### src/rtl/ws2812_pkg.sv
// WS2812 encoder shared types, default timing for the 65 MHz build, and
// elaboration helpers (counter sizing, timing sanity check).
// No ports; imported by ws2812_bit_timer and ws2812_stream_tx.
package ws2812_pkg;

    typedef enum logic [1:0] {
        IDLE  = 2'd0,
        SEND  = 2'd1,
        LATCH = 2'd2
    } state_t;

    // 65 MHz build: 1.2 us bit, 0.29 us / 0.6 us highs, 80 us latch gap
    localparam int DEF_BITS      = 24;
    localparam int DEF_T_BIT     = 78;
    localparam int DEF_T0H       = 19;
    localparam int DEF_T1H       = 39;
    localparam int DEF_LATCH_CYC = 5200;

    function automatic int max_int(input int a, input int b);
        return (a > b) ? a : b;
    endfunction

    // A '0' must be visibly shorter than a '1', and a '1' must leave a low tail.
    function automatic bit timing_ok(input int bits, input int t_bit,
                                     input int t0h, input int t1h);
        return (bits >= 1) && (t0h < t1h) && (t1h < t_bit);
    endfunction

endpackage

### src/rtl/ws2812_bit_timer.sv
// Bit/latch cycle counter with terminal flags and the registered dout comparator.
// Latency: dout is registered, one cycle behind cnt. No backpressure; follows FSM state.
// Ports: clk, inter_rst (async, active-low), state/bit_val in; cnt_end, latch_end, dout out.
module ws2812_bit_timer
    import ws2812_pkg::*;
#(
    parameter int T_BIT     = DEF_T_BIT,
    parameter int T0H       = DEF_T0H,
    parameter int T1H       = DEF_T1H,
    parameter int LATCH_CYC = DEF_LATCH_CYC,
    parameter int CW        = 13
) (
    input  logic   clk,
    input  logic   inter_rst,
    input  state_t state,
    input  logic   bit_val,
    output logic   cnt_end,
    output logic   latch_end,
    output logic   dout
);

    localparam logic [CW-1:0] BIT_LAST   = CW'(T_BIT - 1);
    localparam logic [CW-1:0] LATCH_LAST = CW'(LATCH_CYC - 1);
    localparam logic [CW-1:0] T0H_C      = CW'(T0H);
    localparam logic [CW-1:0] T1H_C      = CW'(T1H);

    logic [CW-1:0] cnt;

    assign cnt_end   = (state == SEND)  && (cnt == BIT_LAST);
    assign latch_end = (state == LATCH) && (cnt == LATCH_LAST);

    // Every state exit coincides with a terminal count, so the wrap to zero
    // also serves as the start of the next bit, pixel or latch gap.
    always_ff @(posedge clk or negedge inter_rst) begin
        if (!inter_rst) begin
            cnt  <= '0;
            dout <= 1'b0;
        end else begin
            case (state)
                SEND:    cnt <= cnt_end   ? '0 : cnt + CW'(1);
                LATCH:   cnt <= latch_end ? '0 : cnt + CW'(1);
                default: cnt <= '0;
            endcase
            dout <= (state == SEND) && (cnt < (bit_val ? T1H_C : T0H_C));
        end
    end

endmodule

### src/rtl/ws2812_stream_tx.sv
// WS2812 serial encoder: GRB words over valid/ready -> single-wire NRZ, MSB first, with latch gap.
// Latency: accept at edge k -> SEND at k+1 -> dout rises after k+2; chained pixels have zero gap.
// Backpressure: s_ready = hold buffer empty and not in LATCH; a word offered during the gap waits.
// Ports: clk, inter_rst (async, active-low); s_valid/s_ready/s_data/s_last stream in;
//        dout (registered line), busy, frame_done and underrun (1-cycle pulses) out.
module ws2812_stream_tx
    import ws2812_pkg::*;
#(
    parameter int BITS      = DEF_BITS,
    parameter int T_BIT     = DEF_T_BIT,
    parameter int T0H       = DEF_T0H,
    parameter int T1H       = DEF_T1H,
    parameter int LATCH_CYC = DEF_LATCH_CYC
) (
    input  logic            clk,
    input  logic            inter_rst,
    input  logic            s_valid,
    output logic            s_ready,
    input  logic [BITS-1:0] s_data,
    input  logic            s_last,
    output logic            dout,
    output logic            busy,
    output logic            frame_done,
    output logic            underrun
);

    localparam int CW = $clog2(max_int(T_BIT, LATCH_CYC));
    localparam int IW = (BITS > 1) ? $clog2(BITS) : 1;
    localparam logic [IW-1:0] IDX_TOP = IW'(BITS - 1);

    generate
        if (!timing_ok(BITS, T_BIT, T0H, T1H)) begin : g_bad_timing
            $error("ws2812_stream_tx: need BITS>=1 and T0H < T1H < T_BIT");
        end
    endgenerate

    state_t            state, state_nxt;
    logic [BITS-1:0]   hold_dat, shift;
    logic              hold_last, hold_full, shift_last;
    logic [IW-1:0]     bit_idx;
    logic              ready_en;
    logic              load_shift, ur_nxt, fd_nxt;
    logic              cnt_end, latch_end, pixel_end, accept;

    ws2812_bit_timer #(
        .T_BIT     (T_BIT),
        .T0H       (T0H),
        .T1H       (T1H),
        .LATCH_CYC (LATCH_CYC),
        .CW        (CW)
    ) u_timer (
        .clk       (clk),
        .inter_rst (inter_rst),
        .state     (state),
        .bit_val   (shift[BITS-1]),
        .cnt_end   (cnt_end),
        .latch_end (latch_end),
        .dout      (dout)
    );

    // ready_en keeps s_ready low until the first edge after reset release.
    assign s_ready   = ready_en && !hold_full && (state != LATCH);
    assign accept    = s_valid && s_ready;
    assign busy      = (state != IDLE) || hold_full;
    assign pixel_end = cnt_end && (bit_idx == '0);

    always_comb begin
        state_nxt  = state;
        load_shift = 1'b0;
        ur_nxt     = 1'b0;
        fd_nxt     = 1'b0;
        case (state)
            IDLE: begin
                if (hold_full) begin
                    state_nxt  = SEND;
                    load_shift = 1'b1;
                end
            end
            SEND: begin
                if (pixel_end) begin
                    if (shift_last) begin
                        state_nxt = LATCH;
                    end else if (hold_full) begin
                        load_shift = 1'b1;
                    end else begin
                        state_nxt = LATCH;
                        ur_nxt    = 1'b1;
                    end
                end
            end
            LATCH: begin
                if (latch_end) begin
                    state_nxt = IDLE;
                    fd_nxt    = 1'b1;
                end
            end
            default: state_nxt = IDLE;
        endcase
    end

    always_ff @(posedge clk or negedge inter_rst) begin
        if (!inter_rst) begin
            state      <= IDLE;
            ready_en   <= 1'b0;
            hold_dat   <= '0;
            hold_last  <= 1'b0;
            hold_full  <= 1'b0;
            shift      <= '0;
            shift_last <= 1'b0;
            bit_idx    <= '0;
            frame_done <= 1'b0;
            underrun   <= 1'b0;
        end else begin
            state      <= state_nxt;
            ready_en   <= 1'b1;
            frame_done <= fd_nxt;
            underrun   <= ur_nxt;
            // A word arriving on the edge that drains the hold register wins,
            // so nothing is lost when accept and reload coincide.
            if (accept) begin
                hold_dat  <= s_data;
                hold_last <= s_last;
                hold_full <= 1'b1;
            end else if (load_shift) begin
                hold_full <= 1'b0;
            end
            if (load_shift) begin
                shift      <= hold_dat;
                shift_last <= hold_last;
                bit_idx    <= IDX_TOP;
            end else if (cnt_end) begin
                shift <= shift << 1;
                if (bit_idx != '0) begin
                    bit_idx <= bit_idx - IW'(1);
                end
            end
        end
    end

endmodule

### config.mk
export PLATFORM = sky130hd
export DESIGN_NAME = ws2812_stream_tx
export DESIGN_NICKNAME = d
export VERILOG_FILES = /design/src/rtl/ws2812_pkg.sv /design/src/rtl/ws2812_bit_timer.sv /design/src/rtl/ws2812_stream_tx.sv
export SDC_FILE = /design/constraint.sdc
export NUM_CORES = 1
export LEC_CHECK = 0
export BUFFER_PORTS_ARGS = -buffer_cell sky130_fd_sc_hd__buf_4
export CAP_MARGIN = 40
export CELL_PAD_IN_SITES_DETAIL_PLACEMENT = 1
export CELL_PAD_IN_SITES_GLOBAL_PLACEMENT = 1
export CORE_UTILIZATION = 52
export CTS_CLUSTER_DIAMETER = 30
export DETAILED_ROUTE_END_ITERATION = 10
export GPL_TIMING_DRIVEN = 0
export PLACE_DENSITY_LB_ADDON = 0.1
export RECOVER_POWER = 100
export SYNTH_ARGS = -nofsm -noshare
export SYNTH_HDL_FRONTEND = slang
export SYNTH_HIERARCHICAL = 1
export SYNTH_SLANG_ARGS = --single-unit
### constraint.sdc
create_clock -name clk -period 4.45 [get_ports clk]
set_clock_uncertainty 0.1 [all_clocks]
set_input_delay 0.89 -clock clk [delete_from_list [all_inputs] [get_ports clk]]
set_output_delay 0.89 -clock clk [all_outputs]
set_load 0.005 [all_outputs]
### Yosys cells after proc, flatten, opt, wreduce, memory -nomap -nowiden

Cells that the tools add are included.

* bits in registers: 75
* bits of input ports: 28
* output and inout bits: 5
* logic and storage cells: 69

* add/subtract/negate cells: 2
* magnitude comparators: 1
* equality and inequality tests: 9
* muxes and demuxes: 27
* reductions and logical operators: 18

Operator list (number)
* 24-bit 2-to-1 mux: 2
* 13-bit 2-to-1 mux: 2
* 13-bit one-hot mux with 2 select lines: 1
* 5-bit 2-to-1 mux: 3
* 13-bit by 1-bit adder with 13-bit output, second input constant: 1
* 13-bit equality test, second input constant: 1
* 13-bit by 7-bit equality test with 1-bit output, second input constant: 1
* 13-bit less-than comparator: 1
* 1-bit 2-to-1 mux: 11
* 2-bit 2-to-1 mux: 5
* 2-bit nonzero test: 4
* 1-bit logical AND: 7
* 6-bit 2-to-1 mux: 1
* 2-bit inequality test, second input constant: 3
* 2-bit one-hot mux with 3 select lines: 1
* 5-bit logical NOT: 1
* 5-bit nonzero test: 1
* 5-bit by 1-bit subtractor with 5-bit output, second input constant: 1
* 4-bit AND reduction: 1
* 3-bit inequality test, second input constant: 1
* 2-bit by 1-bit equality test with 1-bit output, second input constant: 1
* 2-bit equality test, second input constant: 1
* 2-bit logical NOT: 1
* 2-bit by 1-bit inequality test with 1-bit output, second input constant: 1
* other kinds (4): 4

### Depth between registers and ports, before layout

* depth in word-level cells: 7
* gate-level depth with buffers: 9
* depth with buffers taken out: 8

### Hierarchy

Netlist, hierarchy kept.

Modules (own cells, without submodules)
* ws2812_stream_tx: instances 1, cells each 193, area an instance 2837.7 um^2, seq. area each 1526.5 um^2
* ws2812_bit_timer: instances 1, cells each 88, area an instance 837.1 um^2, seq. area each 350.3 um^2

### Least setup slack after synthesis

OpenSTA, ideal clock, no wires.

* kind: register -> register
* start: reg state[0]
* end: reg shift[10]
* setup time: 125 ps
* arrival: 2098 ps
* data required time: 4225 ps
* path slack: 2127 ps
* stages on the path, launching flop included: 8
* path buffers: 1
* clock period less this slack: 2323 ps
* cell sequence: dfrtp_1 ha_1 nor3b_1 nand2_1 nor2_1 clkbuf_1 mux2_2 mux2_2

* longest elaborated chain between the ends: 6
* elaborated cells between the ends (all ways): 8
* classes of those cells: eq/ne (1); mux (3); reduce/logical (4)

Ends and longest elaborated chain
* start, declared: RTL line ws2812_stream_tx.sv:37 `state_t state, state_nxt;`
* start signal, assigned: RTL line ws2812_stream_tx.sv:114 `state <= state_nxt;`
* 2-bit by 1-bit equality test with 1-bit output *: RTL line ws2812_bit_timer.sv:29 `assign cnt_end = (state == SEND) && (cnt == BIT_LAST);`
* 1-bit logical AND *: RTL line ws2812_bit_timer.sv:29
* named net cnt_end: RTL line ws2812_stream_tx.sv:43 `logic cnt_end, latch_end, pixel_end, accept;`
* 1-bit logical AND: RTL line ws2812_stream_tx.sv:65 `assign pixel_end = cnt_end && (bit_idx == '0);`
* 1-bit 2-to-1 mux: RTL line ws2812_stream_tx.sv:80 `if (pixel_end) begin`
* 1-bit one-hot mux with 2 select lines: RTL line ws2812_stream_tx.sv:72 `case (state)`
* 24-bit 2-to-1 mux / 2-bit nonzero test (equally long branches)
* end signal, assigned: RTL line ws2812_stream_tx.sv:128 `shift <= hold_dat;`
* end signal, assigned: RTL line ws2812_stream_tx.sv:132 `shift <= shift << 1;`
* end, declared: RTL line ws2812_stream_tx.sv:38 `logic [BITS-1:0] hold_dat, shift;`

Mark *: on every way through the listed nets, which the timed path passes. The rest lies on a longest branch.
A chain may end at the register's enable or synchronous reset.

### Worst setup path after layout

* start: reg state[0]
* end: reg shift[5]

The elaborated chain is that of the path after synthesis.

==> summary.md <==
| Metric | Value |
|---|---|
| Outcome | `finished, final reports clean` |
| Commonest non-fill, non-tap cell in the layout | `dfrtp_1` |
| Leak pwr | `1.91 nW` |
| Initial Util | `0.541` |
| Die area | `~7400 sq um` |
| Relative slew slack | `0.0818` |
| Drt drc | `0` |
| Post-synthesis instance total | `281` |
| Max-cap violations | `0` |
| Setup crit end | `shift[5]` |
| CTS tree | `done` |
| Initial antenna violation count | `0` |
| Clk sinks | `between 70 and 80` |
| Pre-Repair DR Iteration Count | `4` |
| Vias in the first global route | `2,506` |
| Synthesized net count | `318` |
| Vias | `2,232` |
| CTS Buf Count | `9` |
| Worst setup EP type | `flop` |
| Drt wl/cell | `16.5 um` |
| Highest-delay cell along the critical path | `dfrtp_1` |
| Grt ovf | `0` |
| Fin. max-slew vios | `0` |
| Achievable frequency | `344 MHz` |
| Sequential fraction of the synthesis area | `0.511` |
| PortBufs | `32` |
| Synthesized flop and latch total | `75` |
| Count of final hold-check violations | `0` |
| Antenna viol nets, final | `0` |
| Clock H-tree levels | `3` |
| Largest net degree at the start of global routing | `58` |
| Setup_tns | `0 ps` |
| Rows | `30` |
| R2r setup slk | `1540 ps` |
| Vias per cell | `about 5.2` |
| Avg Inst Size Synth | `around 13 sq um` |
| Final setup margin | `1540 ps` |
| Worst Setup Start Kind | `flop` |
| Crit path required time | `around 4600 ps` |
| Net count, final | `between 300 and 400` |
| Tcrit/Tclk final | `0.654` |
| Crit path DAT | `3030 ps` |
| Top_reg_cell synth | `dfrtp_1` |
| R2r startpoint | `state[0]` |
| Final setup fails | `0` |
| First-pass GRT wire length | `about 12,000 um` |
| Final Wtd Congestion | `0.762` |
| Slew at the pin closest to its max-slew limit | `between 1000 and 1500 ps` |
| Total power | `between 0.0015 and 0.002 W` |
| Post-synth EDFFs | `0` |
| Chip Width | `roughly 86 um` |
| Synth Cell Area | `~3700 sq um` |
| Die Height | `86.1 um` |
| PostCTS Resize Cnt | `0` |
| R2R Path End | `shift[5]` |
| Synth async-reset ratio | `1.00` |
| Synth cell types | `a little over 50` |
| RSZ-0062 raised after global routing | `false` |
| HPWL after DPL | `about 5000 um` |
| R2r worst-path depth | `8` |
| Final Critical Period | `2910 ps` |
| Dpl ws | `1600 ps` |
| Cells along the critical path | `ha_1 -> nor3b_1 -> nand2_1 -> nor2_1 -> and4bb_1 -> a21oi_4 -> clkbuf_1 -> mux2_1` |
| Total Wirelength | `7030 um` |
| 1st-iter DRT viols | `61` |
| Clk slew on worst S/H paths | `80 ps` |
| Crit path max fanout | `10` |
| Max incr delay on CP | `510 ps` |
| CORE AREA | `6790 sq um` |
| Area grow syn2layout | `12.7%` |
| Hold crit path type | `flop to flop` |
| Cts hold-fix bufs | `0` |
| Maximum root-to-sink buffer count | `2` |
| YS warnings | `6` |
| Power Density | `~470 nW/um^2` |
| Most frequent cells in the layout | `75 x dfrtp_1, 50 x mux2_2, 28 x buf_4, 20 x nor2_1, 20 x mux2_1` |
| Io pins | `33` |
| Ant diodes | `0` |
| Maximum VDD drop | `0.246 mV` |
| Critical path type | `flop to flop` |
| GR Util All Layers | `0.220` |
| Postcts setup bufs | `0` |
| Layout cells sized above 1 | `0.321` |
| Root buf cell | `clkbuf_8` |
| Worst skew pair latency | `340 ps` |
| CP Launch Point | `state[0]` |
registers in the layout (all words and copies together), names as in the netlist:
register,cells
bit_idx,5
frame_done,1
hold_dat,24
hold_full,1
hold_last,1
ready_en,1
shift,24
shift_last,1
state,2
u_timer/cnt,13
u_timer/dout,1
underrun,1
power breakdown:
part / switching (W) / internal [W]
logic: 0.000175 / 0.000235
registers: 0.000138 / 0.000863
clock network: 0.000268 / 0.000266
synthesized netlist by cell type, types with 2 or more instances:
library cell	n	share of area
nand3_1	4	0.0054
mux2i_1	2	0.0054
or3_1	2	0.0034
nor3_1	5	0.0068
mux2_2	54	0.17
nor2_1	20	0.020
a31oi_1	3	0.0051
inv_1	13	0.013
nand2b_1	2	0.0034
a21oi_1	3	0.0041
nor2b_1	4	0.0068
clkbuf_1	4	0.0041
nand2_1	10	0.010
nand4_1	2	0.0034
dfrtp_1	75	0.51
xnor2_1	10	0.024
and3_1	2	0.0034
ha_1	9	0.031
nor4_1	3	0.0051
buf_4	3	0.0061
mux2_4	17	0.069
nor4b_4	2	0.013
nor3b_1	2	0.0041
buf_6	3	0.0092
worst min-delay path by stage:
stage / start / endpoint / depth (start not counted)
2_1_floorplan: shift_last / underrun / 1
3_3_place_gp: hold_dat[3] / shift[3] / 1
3_5_place_dp: hold_dat[10] / hold_dat[10] / 1
5_1_grt: hold_dat[23] / shift[23] / 1
6_report: hold_dat[6] / shift[6] / 1
4_1_cts: inter_rst / u_timer/cnt[6] / 1
worst max-delay path: cells and delay by family, from the launching register on:
kind	cells	cell delay, ps
simple gates	4	1080
mux	1	400
compound gates	1	140
flops	1	510
buf+inv	1	320
fa+ha+maj	1	230
cell families (layout without fill, tap and decap cells):
kind of cell | Yosys count | count (layout) | share of synthesized area
AND/OR/NAND/NOR | 71 | 71 | 0.120
adder cells (fa/ha/maj) | 9 | 9 | 0.0306
multiplexers | 73 | 73 | 0.240
other | 1 | 1 | 0.00102
buffers and inverters | 24 | 73 | 0.0340
flip-flops | 75 | 75 | 0.511
XOR/XNOR | 11 | 11 | 0.0262
AO/OA/AOI/OAI | 17 | 17 | 0.0371
stage by stage:
step	hold WS [ps]	cells	utilization	instance area, sq um
global placement	385	409	0.594	4040
finish	392	426	0.609	4140
detailed placement	392	410	0.598	4060
floorplan	369	281	-	3670
global route	403	426	0.609	4140
CTS	317	426	0.627	4260
area by class of cell:
class	instances	area (sq um)
fill	695	2650
sequential	75	1880
multi-input combinational	182	1600
timing repair buffer	33	241
clock buffer	10	128
tap	96	120
clock inverter	6	72.6
buffer	11	52.6
inverter	13	48.8
per-layer routing:
metal,track usage,part of all wire,vias up
li1,-,-,1081
met1,0.274,0.45,1101
met2,0.382,0.51,41
met3,0.0443,0.027,9
met4,0.0788,0.014,0
met5,0,0,-
(Power assumes the default switching activity.)
